$ cat src/rtl/dvp_capture_pack.sv
// DVP camera capture: frames pixels from vsync/href, packs BYTES_PER_PIXEL bytes per word,
// tags sof/eol/eof and buffers words in a show-ahead FIFO with a valid/ready output.
module dvp_capture_pack #(
    parameter int WIDTH             = 1280,
    parameter int HEIGHT            = 720,
    parameter int BYTES_PER_PIXEL   = 2,
    parameter int LSB_FIRST         = 1,
    parameter int VSYNC_ACTIVE_HIGH = 1,
    parameter int FIFO_DEPTH        = 16
) (
    input  logic                         pclk,
    input  logic                         rst_n,
    input  logic                         enable,
    input  logic                         vsync,
    input  logic                         href,
    input  logic [7:0]                   data,
    output logic [8*BYTES_PER_PIXEL-1:0] out_data,
    output logic                         out_valid,
    input  logic                         out_ready,
    output logic                         out_sof,
    output logic                         out_eol,
    output logic                         out_eof,
    output logic                         line_err,
    output logic                         frame_abort,
    output logic                         overflow,
    input  logic                         clear
);
    localparam int PW = 8 * BYTES_PER_PIXEL;
    localparam int HW = (WIDTH > 1) ? $clog2(WIDTH) : 1;
    localparam int VW = (HEIGHT > 1) ? $clog2(HEIGHT) : 1;
    localparam int BW = (BYTES_PER_PIXEL > 1) ? $clog2(BYTES_PER_PIXEL) : 1;
    localparam int AW = $clog2(FIFO_DEPTH);
    localparam logic [HW-1:0] H_LAST  = HW'(WIDTH - 1);
    localparam logic [VW-1:0] V_LAST  = VW'(HEIGHT - 1);
    localparam logic [BW-1:0] B_LAST  = BW'(BYTES_PER_PIXEL - 1);
    localparam logic [AW:0]   DEPTH_C = (AW + 1)'(FIFO_DEPTH);

    typedef enum logic [1:0] {IDLE, WAIT_LINE, LINE, LINE_END} state_t;

    typedef struct packed {
        logic [PW-1:0] data;
        logic          sof;
        logic          eol;
        logic          eof;
    } word_t;

    state_t        state;
    logic [HW-1:0] hcnt;
    logic [VW-1:0] vcnt;
    logic [BW-1:0] bcnt;
    logic          line_full;
    logic          line_long;
    logic [PW-1:0] pix_buf;
    logic [PW-1:0] pix_next;
    logic          vs_act;
    logic          vs_act_q;
    logic          frame_start;
    logic          start_frame;
    logic          take_byte;
    logic          push_req;
    word_t         push_word;

    // Frame start is the active-to-inactive edge of the vsync pulse.
    assign vs_act      = (VSYNC_ACTIVE_HIGH != 0) ? vsync : ~vsync;
    assign frame_start = vs_act_q & ~vs_act;
    assign start_frame = frame_start && (state != IDLE || enable);
    // line_full stands in for hcnt==WIDTH, which hcnt itself cannot hold.
    assign take_byte   = href && !frame_start && !line_full &&
                         (state == WAIT_LINE || state == LINE);

    always_comb begin
        // NOTE: default first so no path leaves pix_next unassigned (no latch).
        pix_next = pix_buf;
        for (int k = 0; k < BYTES_PER_PIXEL; k++) begin
            if (bcnt == BW'((LSB_FIRST != 0) ? k : BYTES_PER_PIXEL - 1 - k))
                pix_next[8*k +: 8] = data;
        end
    end

    always_ff @(posedge pclk or negedge rst_n) begin
        if (!rst_n) begin
            vs_act_q    <= 1'b0;
            state       <= IDLE;
            hcnt        <= '0;
            vcnt        <= '0;
            bcnt        <= '0;
            line_full   <= 1'b0;
            line_long   <= 1'b0;
            pix_buf     <= '0;
            push_req    <= 1'b0;
            push_word   <= '0;
            line_err    <= 1'b0;
            frame_abort <= 1'b0;
        end else begin
            // NOTE: non-blocking throughout, so every test below sees pre-edge values.
            vs_act_q    <= vs_act;
            line_err    <= 1'b0;
            frame_abort <= 1'b0;
            push_req    <= 1'b0;

            if (take_byte) begin
                pix_buf <= pix_next;
                if (bcnt == B_LAST) begin
                    push_req       <= 1'b1;
                    push_word.data <= pix_next;
                    push_word.sof  <= (hcnt == '0) && (vcnt == '0);
                    push_word.eol  <= (hcnt == H_LAST);
                    push_word.eof  <= (hcnt == H_LAST) && (vcnt == V_LAST);
                    bcnt           <= '0;
                    if (hcnt == H_LAST) begin
                        hcnt      <= '0;
                        line_full <= 1'b1;
                    end else begin
                        hcnt <= hcnt + HW'(1);
                    end
                end else begin
                    bcnt <= bcnt + BW'(1);
                end
            end

            if (start_frame) begin
                frame_abort <= (state != IDLE);
                hcnt        <= '0;
                vcnt        <= '0;
                bcnt        <= '0;
                line_full   <= 1'b0;
                line_long   <= 1'b0;
                state       <= WAIT_LINE;
            end else begin
                case (state)
                    IDLE: ;
                    WAIT_LINE: if (href) state <= LINE;
                    LINE: begin
                        if (!href)          state     <= LINE_END;
                        else if (line_full) line_long <= 1'b1;
                    end
                    LINE_END: begin
                        line_err  <= !line_full || (bcnt != '0) || line_long;
                        hcnt      <= '0;
                        bcnt      <= '0;
                        line_full <= 1'b0;
                        line_long <= 1'b0;
                        vcnt      <= (vcnt == V_LAST) ? '0 : vcnt + VW'(1);
                        state     <= (vcnt == V_LAST) ? IDLE : WAIT_LINE;
                    end
                    default: state <= IDLE;
                endcase
            end
        end
    end

    word_t         mem [FIFO_DEPTH];
    word_t         head;
    logic [AW-1:0] wr_ptr;
    logic [AW-1:0] rd_ptr;
    logic [AW:0]   count;
    logic          pop;
    logic          wr_en;
    logic          drop;

    assign pop   = out_valid && out_ready;
    assign wr_en = push_req && ((count != DEPTH_C) || pop);
    assign drop  = push_req && (count == DEPTH_C) && !pop;

    // NOTE: storage is not reset; out_valid gates everything read from it.
    always_ff @(posedge pclk) begin
        if (wr_en) mem[wr_ptr] <= push_word;
    end

    always_ff @(posedge pclk or negedge rst_n) begin
        if (!rst_n) begin
            wr_ptr   <= '0;
            rd_ptr   <= '0;
            count    <= '0;
            overflow <= 1'b0;
        end else begin
            if (wr_en) wr_ptr <= wr_ptr + AW'(1);
            if (pop)   rd_ptr <= rd_ptr + AW'(1);
            case ({wr_en, pop})
                2'b10:   count <= count + (AW + 1)'(1);
                2'b01:   count <= count - (AW + 1)'(1);
                default: count <= count;
            endcase
            overflow <= drop || (overflow && !clear);
        end
    end

    assign head      = mem[rd_ptr];
    assign out_valid = (count != '0);
    assign out_data  = out_valid ? head.data : '0;
    assign out_sof   = out_valid && head.sof;
    assign out_eol   = out_valid && head.eol;
    assign out_eof   = out_valid && head.eof;
endmodule

$ cat config.mk
export PLATFORM = sky130hd
export DESIGN_NAME = dvp_capture_pack
export DESIGN_NICKNAME = d
export VERILOG_FILES = /design/src/rtl/dvp_capture_pack.sv
export SDC_FILE = /design/constraint.sdc
export NUM_CORES = 1
export LEC_CHECK = 0
export ABC_AREA = 0
export CAP_MARGIN = 10
export CORE_ASPECT_RATIO = 0.5
export CORE_MARGIN = 4
export CORE_UTILIZATION = 32
export CTS_BUF_LIST = sky130_fd_sc_hd__clkbuf_16
export DETAILED_ROUTE_END_ITERATION = 10
export DONT_BUFFER_PORTS = 1
export GPL_ROUTABILITY_DRIVEN = 0
export SYNTH_ARGS = -nofsm -noshare
export SYNTH_HDL_FRONTEND = slang
export SYNTH_SLANG_ARGS = --single-unit
$ cat constraint.sdc
create_clock -name pclk -period 3.22 [get_ports pclk]
set_input_delay 0.483 -clock pclk [delete_from_list [all_inputs] [get_ports pclk]]
set_output_delay 0.483 -clock pclk [all_outputs]
set_load 0.02 [all_outputs]
==> results of run 1 <==
area by class of cell:
class                   instances  area [um2]  share of cell area, %
clock buffers                  39         976                   5.55
clock inverters                31         333                   1.89
inverters                      20        77.6                  0.441
multi-input cells             428        4050                   23.0
flip-flops and latches        375       10900                   62.0
well taps                     638         798                   4.54
repair buffers                 50         450                   2.56
worst max-delay path, delay by kind of cell (launching register included):
family	cells	cell delay, ps
and+or+nand+nor	3	1160
DFF	1	490
buffers and inverters	1	90
AOI/OAI and AO/OA	1	300
synth_stat cells, types with 10 or more instances:
| cell type | n | share of area, % |
|---|---|---|
| nor2_1 | 28 | 0.69 |
| mux2i_1 | 41 | 2.7 |
| xnor2_1 | 11 | 0.63 |
| clkbuf_1 | 21 | 0.52 |
| mux4_2 | 76 | 11 |
| buf_2 | 15 | 0.49 |
| edfxtp_1 | 304 | 60 |
| o21ai_0 | 13 | 0.43 |
| nand2_1 | 75 | 1.9 |
| inv_1 | 19 | 0.47 |
| o22ai_1 | 21 | 0.86 |
| mux2_2 | 10 | 0.74 |
| and2_1 | 12 | 0.49 |
| nand3_1 | 20 | 0.66 |
| ha_1 | 15 | 1.2 |
| dfrtp_1 | 71 | 12 |
| a21oi_1 | 21 | 0.69 |
power by group:
part	total (mW)	switching, mW	internal (mW)
combinational	3.95	2.22	1.73
clock	4.58	1.81	2.77
sequential	6.86	0.832	6.02
how the worst max path moves through the flow:
stage | cells after the start | to | slack [ps]
2_1_floorplan | 5 | mem[0][0]$_DFFE_PP_ | 50
3_3_place_gp | 8 | count[4]$_DFFE_PN0P_ | 530
3_5_place_dp | 8 | count[4]$_DFFE_PN0P_ | 460
4_1_cts | 4 | out_data[0] | 90
5_1_grt | 5 | out_sof | 20
6_report | 5 | out_eol | 150
stage by stage:
stage	cells	util (%)	power (mW)	area, um2
floorplan	868	-	9.62	15200
global placement	1508	34.6	10.8	16200
detailed placement	1508	34.6	10.9	16200
CTS	1581	37.5	15.6	17600
global route	1581	37.5	16.1	17600
finish	1581	37.5	15.4	17600
flip-flops by register name (all words and copies together) (netlist names):
name and count:
line_err 1, line_long 1, push_req 1, count 5, mem 304, overflow 1
vcnt 10, rd_ptr 4, state 2, vs_act_q 1, wr_ptr 4, line_full 1
hcnt 11, frame_abort 1, push_word 19, pix_buf 8, bcnt 1
layer usage:
layer | up-vias | track usage [%]
li1 | 3497 | -
met1 | 4081 | 17.6
met2 | 197 | 22.3
met3 | 54 | 2.10
met4 | 2 | 3.42
met5 | - | 0
cell usage in the layout, fill, tap and decap left out, drive strengths merged, types with 20 or more instances in the layout:
cell type,n
nand2,76
nor2,29
edfxtp,304
dfrtp,71
buf,48
mux4,76
nand3,20
inv,33
mux2i,41
clkbuf,39
a21oi,21
o22ai,21
logic make-up (layout without fill, tap and decap cells):
group           Yosys count  count (layout)  synth area share (%)
fa+ha+maj                15              15                  1.23
flops                   375             375                  71.7
simple gates            183             183                  5.84
compound gates           84              84                  3.50
buf+inv                  65             140                  1.94
mux                     127             127                  14.7
xor+xnor                 19              19                  1.09
repair_timing:
action | in CTS | in global routing
gates resized for setup | 1 | 0
setup endpoints to repair | 19 | 0
endpoints found under the hold margin | 72 | 0
hold buffers | 3 | 0
==> metrics.yaml, run 1 <==
die_h_um: 162
clockBufferDepth: 3
r2r_start: "count[1]$_DFFE_PN0P_"
drive_gt1_share_pct: 21.8
cts.htree.levels: 2
drt-wirelength-per-cell_um: 20.8
fmax_mhz: 325
yosysSeqAreaShare_pct: 71.7
avgSynthCellArea_um2: 17.5
holdPathStages: 1
grt_antenna_before_repair: 1
num-nets-final: 943
grt_max_degree: 72
rsz0062_at_grt: "no"
hp-class: "primary input to register"
max_cap_viol_count: 0
cts_num_sinks: 375
drt_iter0_drc: 723
tightest_slew_ps: 716
r2r_end: "count[4]$_DFFE_PN0P_"
setup_slack_ps: 146
grt_pass1_vias: 8144
synth-seq-cells: 375
ir_drop_mv: 0.424
routed.top_layer: "met5"
hold_start: "clear"
synth-main-ff-cell: "edfxtp_1"
route.met2.wl_mm: 16.4
final-hold-violation-count: 0
dr.pass1.iters: 5
synth_nets: 898
hold_end: "overflow$_DFF_PN0_"
slew_headroom_pct: 51.8
cts_buffers: 38
post-route-period-util_pct: 95.5
crit_type: "register to primary output"
cts-root-buf: "clkbuf_16"
crit_required_ps: 2740
layout_min_cycle_time_ps: 3070
synth-edff-count: 304
hpwlAfterDp_mm: 21.4
crit_path_end_kind: "primary output"
r2r_cells: 8
path_clk_slew_ps: 60
syn_to_final_growth_pct: 15.7
yosysUniqueCellTypes: 54
max_stage_delay_ps: 680
static-leakage-power_nw: 6.14
drt-met1-wl_mm: 14.4
die-width_um: 316
start_util_pct: 32.4
power_density_nw_per_um2: 875
synth_area_um2: 15200
cts_tree: "built"
grt_overflow: 0
skew_ps: 20.3
postCtsSetupBuffers: 0
drc: 0
num_antenna_cells: 0
worstPathMaxFanout: 19
portBuffers: 0
die_area_um2: 51300
setup_tns_ps: 0
coreArea_um2: 46900
pin_count: 38
ff2ff_setup_slack_ps: 590
clock_latency_ps: 540
outcome: "complete, no violations"
wl_met3_mm: 1.45
track_usage_pct: 13.1
slowest_stage: "or4_4"
rows: 56
yosys_warnings: 0
synth_cells: 868
vias: 7831
routed_wl_mm: 32.9
async_reset_ff_share_pct: 18.9
grt_first_pass_wirelength_mm: 51.0
cp_data_arrival_time_ps: 2590
slew_viol_final: 0
fin_hold_ws_ps: 66.3
fillers: 4232
crit_start: "count[1]$_DFFE_PN0P_"
viasPerCell: 4.95
ant_nets: 0
critPathLaunchType: "register"
setup_viol: 0
pre_cts_ws_ps: 460
path_cells: "or4_4, nor2_8, inv_4, nand2b_2, o22ai_1"
(Power assumes the default switching activity.)
==> run 2, diff against run 1 <==
==> constraint.sdc (replaced) <==
create_clock -name pclk -period 2.9 [get_ports pclk]
set_input_delay 0.435 -clock pclk [delete_from_list [all_inputs] [get_ports pclk]]
set_output_delay 0.435 -clock pclk [all_outputs]
set_load 0.02 [all_outputs]
==> metrics.yaml, run 2 (synthesis results as in run 1) <==
slew_headroom_pct: 53.0
die_h_um: 162
crit_path_end_kind: "primary output"
grt_pass1_vias: 8264
max_cap_viol_count: 0
num_antenna_cells: 0
setup_viol: 0
cts_buffers: 37
setup_slack_ps: 48.4
path_cells: "or4_4, buf_4, nor2_8, inv_6, nand2b_4, o22ai_2"
clock_latency_ps: 520
track_usage_pct: 13.4
worst_path_dominant_cell_family: "simple AND/OR/NAND/NOR gates"
portBuffers: 0
coreArea_um2: 46900
rsz0062_at_grt: "yes"
largest_register_ffs: 304
max_stage_delay_ps: 580
finalInstanceArea_um2: 17800
clockBufferDepth: 3
power_density_nw_per_um2: 960
hp-class: "primary input to register"
hpwlAfterDp_mm: 21.1
skew_ps: 15.6
ir_drop_mv: 0.528
ant_nets: 0
die-width_um: 316
mostFrequentLayoutCells: "edfxtp_1, mux4_2, nand2_1"
syn_to_final_growth_pct: 16.9
cts_tree: "built"
grt_antenna_before_repair: 1
num-nets-final: 956
crit_required_ps: 2470
grt_max_degree: 72
layout_min_cycle_time_ps: 2850
dr.pass1.iters: 5
fmax_mhz: 351
post-route-period-util_pct: 98.3
cp_data_arrival_time_ps: 2420
worstPathMaxFanout: 11
drt_iter0_drc: 608
drive_gt1_share_pct: 25.1
grt_overflow: 0
slowest_stage: "or4_4"
drc: 0
die_area_um2: 51300
pin_count: 38
static-leakage-power_nw: 6.21
layout_commonest_cell: "edfxtp_1"
cts_num_sinks: 375
finalPower_mw: 17.1
pre_cts_ws_ps: 258
outcome: "complete, no violations"
critPathLaunchType: "register"
start_util_pct: 32.4
worst-path-buf-inv: 2
path_clk_slew_ps: 60
cts-root-buf: "clkbuf_16"
fin_hold_ws_ps: 32.4
drt-wirelength-per-cell_um: 21.3
vias: 8011
tightest_slew_ps: 706
viasPerCell: 5.04
crit_type: "register to primary output"
slew_viol_final: 0
cts.htree.levels: 2
routed_wl_mm: 33.9
postPlaceCellArea_um2: 16300
final-hold-violation-count: 0
top_regs: "mem x304, push_word x19, hcnt x11"
regMostFlops: "mem"
rows: 56
grt_first_pass_wirelength_mm: 52.2
==> run 2: cell types whose count changed in the layout (fill, tap and decap cells not counted), sizes merged <==
| cell | delta |
|---|---|
| nand2b | +3 |
| dlygate4sd3 | +1 |
| clkinv | +2 |
| buf | +9 |
| nand2 | +1 |
| clkbuf | -1 |
| bufinv | -5 |
==> run 2: final cells by class <==
type                       instances  area [um2]
clock buffer                      38         951
sequential                       375       10900
multi-input combinational        432        4260
tap                              638         798
inverter                          20        80.1
clock inverter                    28         176
timing repair buffer              60         594
fill                            4230       29100
==> run 2: worst paths after layout <==
kind	cells after the start	from	to	slack, ps
setup / recovery	6	count[1]$_DFFE_PN0P_	out_data[12]	50
setup reg to reg	8	count[1]$_DFFE_PN0P_	count[4]$_DFFE_PN0P_	400
min in group asynchronous	2	rst_n	frame_abort$_DFF_PN0_	470
max in group asynchronous	2	rst_n	rd_ptr[0]$_DFFE_PN0N_	2110
hold reg to reg	2	pix_buf[7]$_DFFE_PN0P_	push_word[10]$_DFFE_PN0P_	470
hold / removal	2	data[5]	push_word[16]$_DFFE_PN0P_	30
==> run 2: report_power, final <==
group / total [mW] / switching (mW) / internal, mW / leakage, nW
sequential: 7.62 / 0.932 / 6.69 / 3.67
combinational: 4.95 / 2.72 / 2.23 / 1.95
clock: 4.49 / 1.93 / 2.55 / 0.591
total: 17.1 / 5.58 / 11.5 / 6.21
==> run 2: layer usage <==
layer  track usage, %  share of wire [%]
met5                0              0.038
met4             4.26                2.8
met1             17.7                 42
met2             22.4                 49
met3             2.60                5.3
==> run 2: per-stage QoR <==
stage               setup TNS (ps)  utilization [%]  cells
detailed placement               0             34.8   1509
floorplan                   -20270                -    868
finish                           0             37.9   1591
global placement                 0             34.8   1509
CTS                              0             37.8   1582
global route                  -199             37.9   1591
==> run 2: what timing repair did <==
item                       CTS  global route
cloned                       4             0
hold buffers                 3             1
resized for setup           32             3
setup buffers                0             8
setup endpoints to repair   19            10
hold endpoints to repair    72             1
==> run 2: worst reg2reg max path: cells and delay by family, from the launching register on <==
kind | cells | cell delay (ps)
xor+xnor | 1 | 100
simple gates | 3 | 870
fa+ha+maj | 1 | 240
flops | 1 | 480
compound gates | 3 | 710
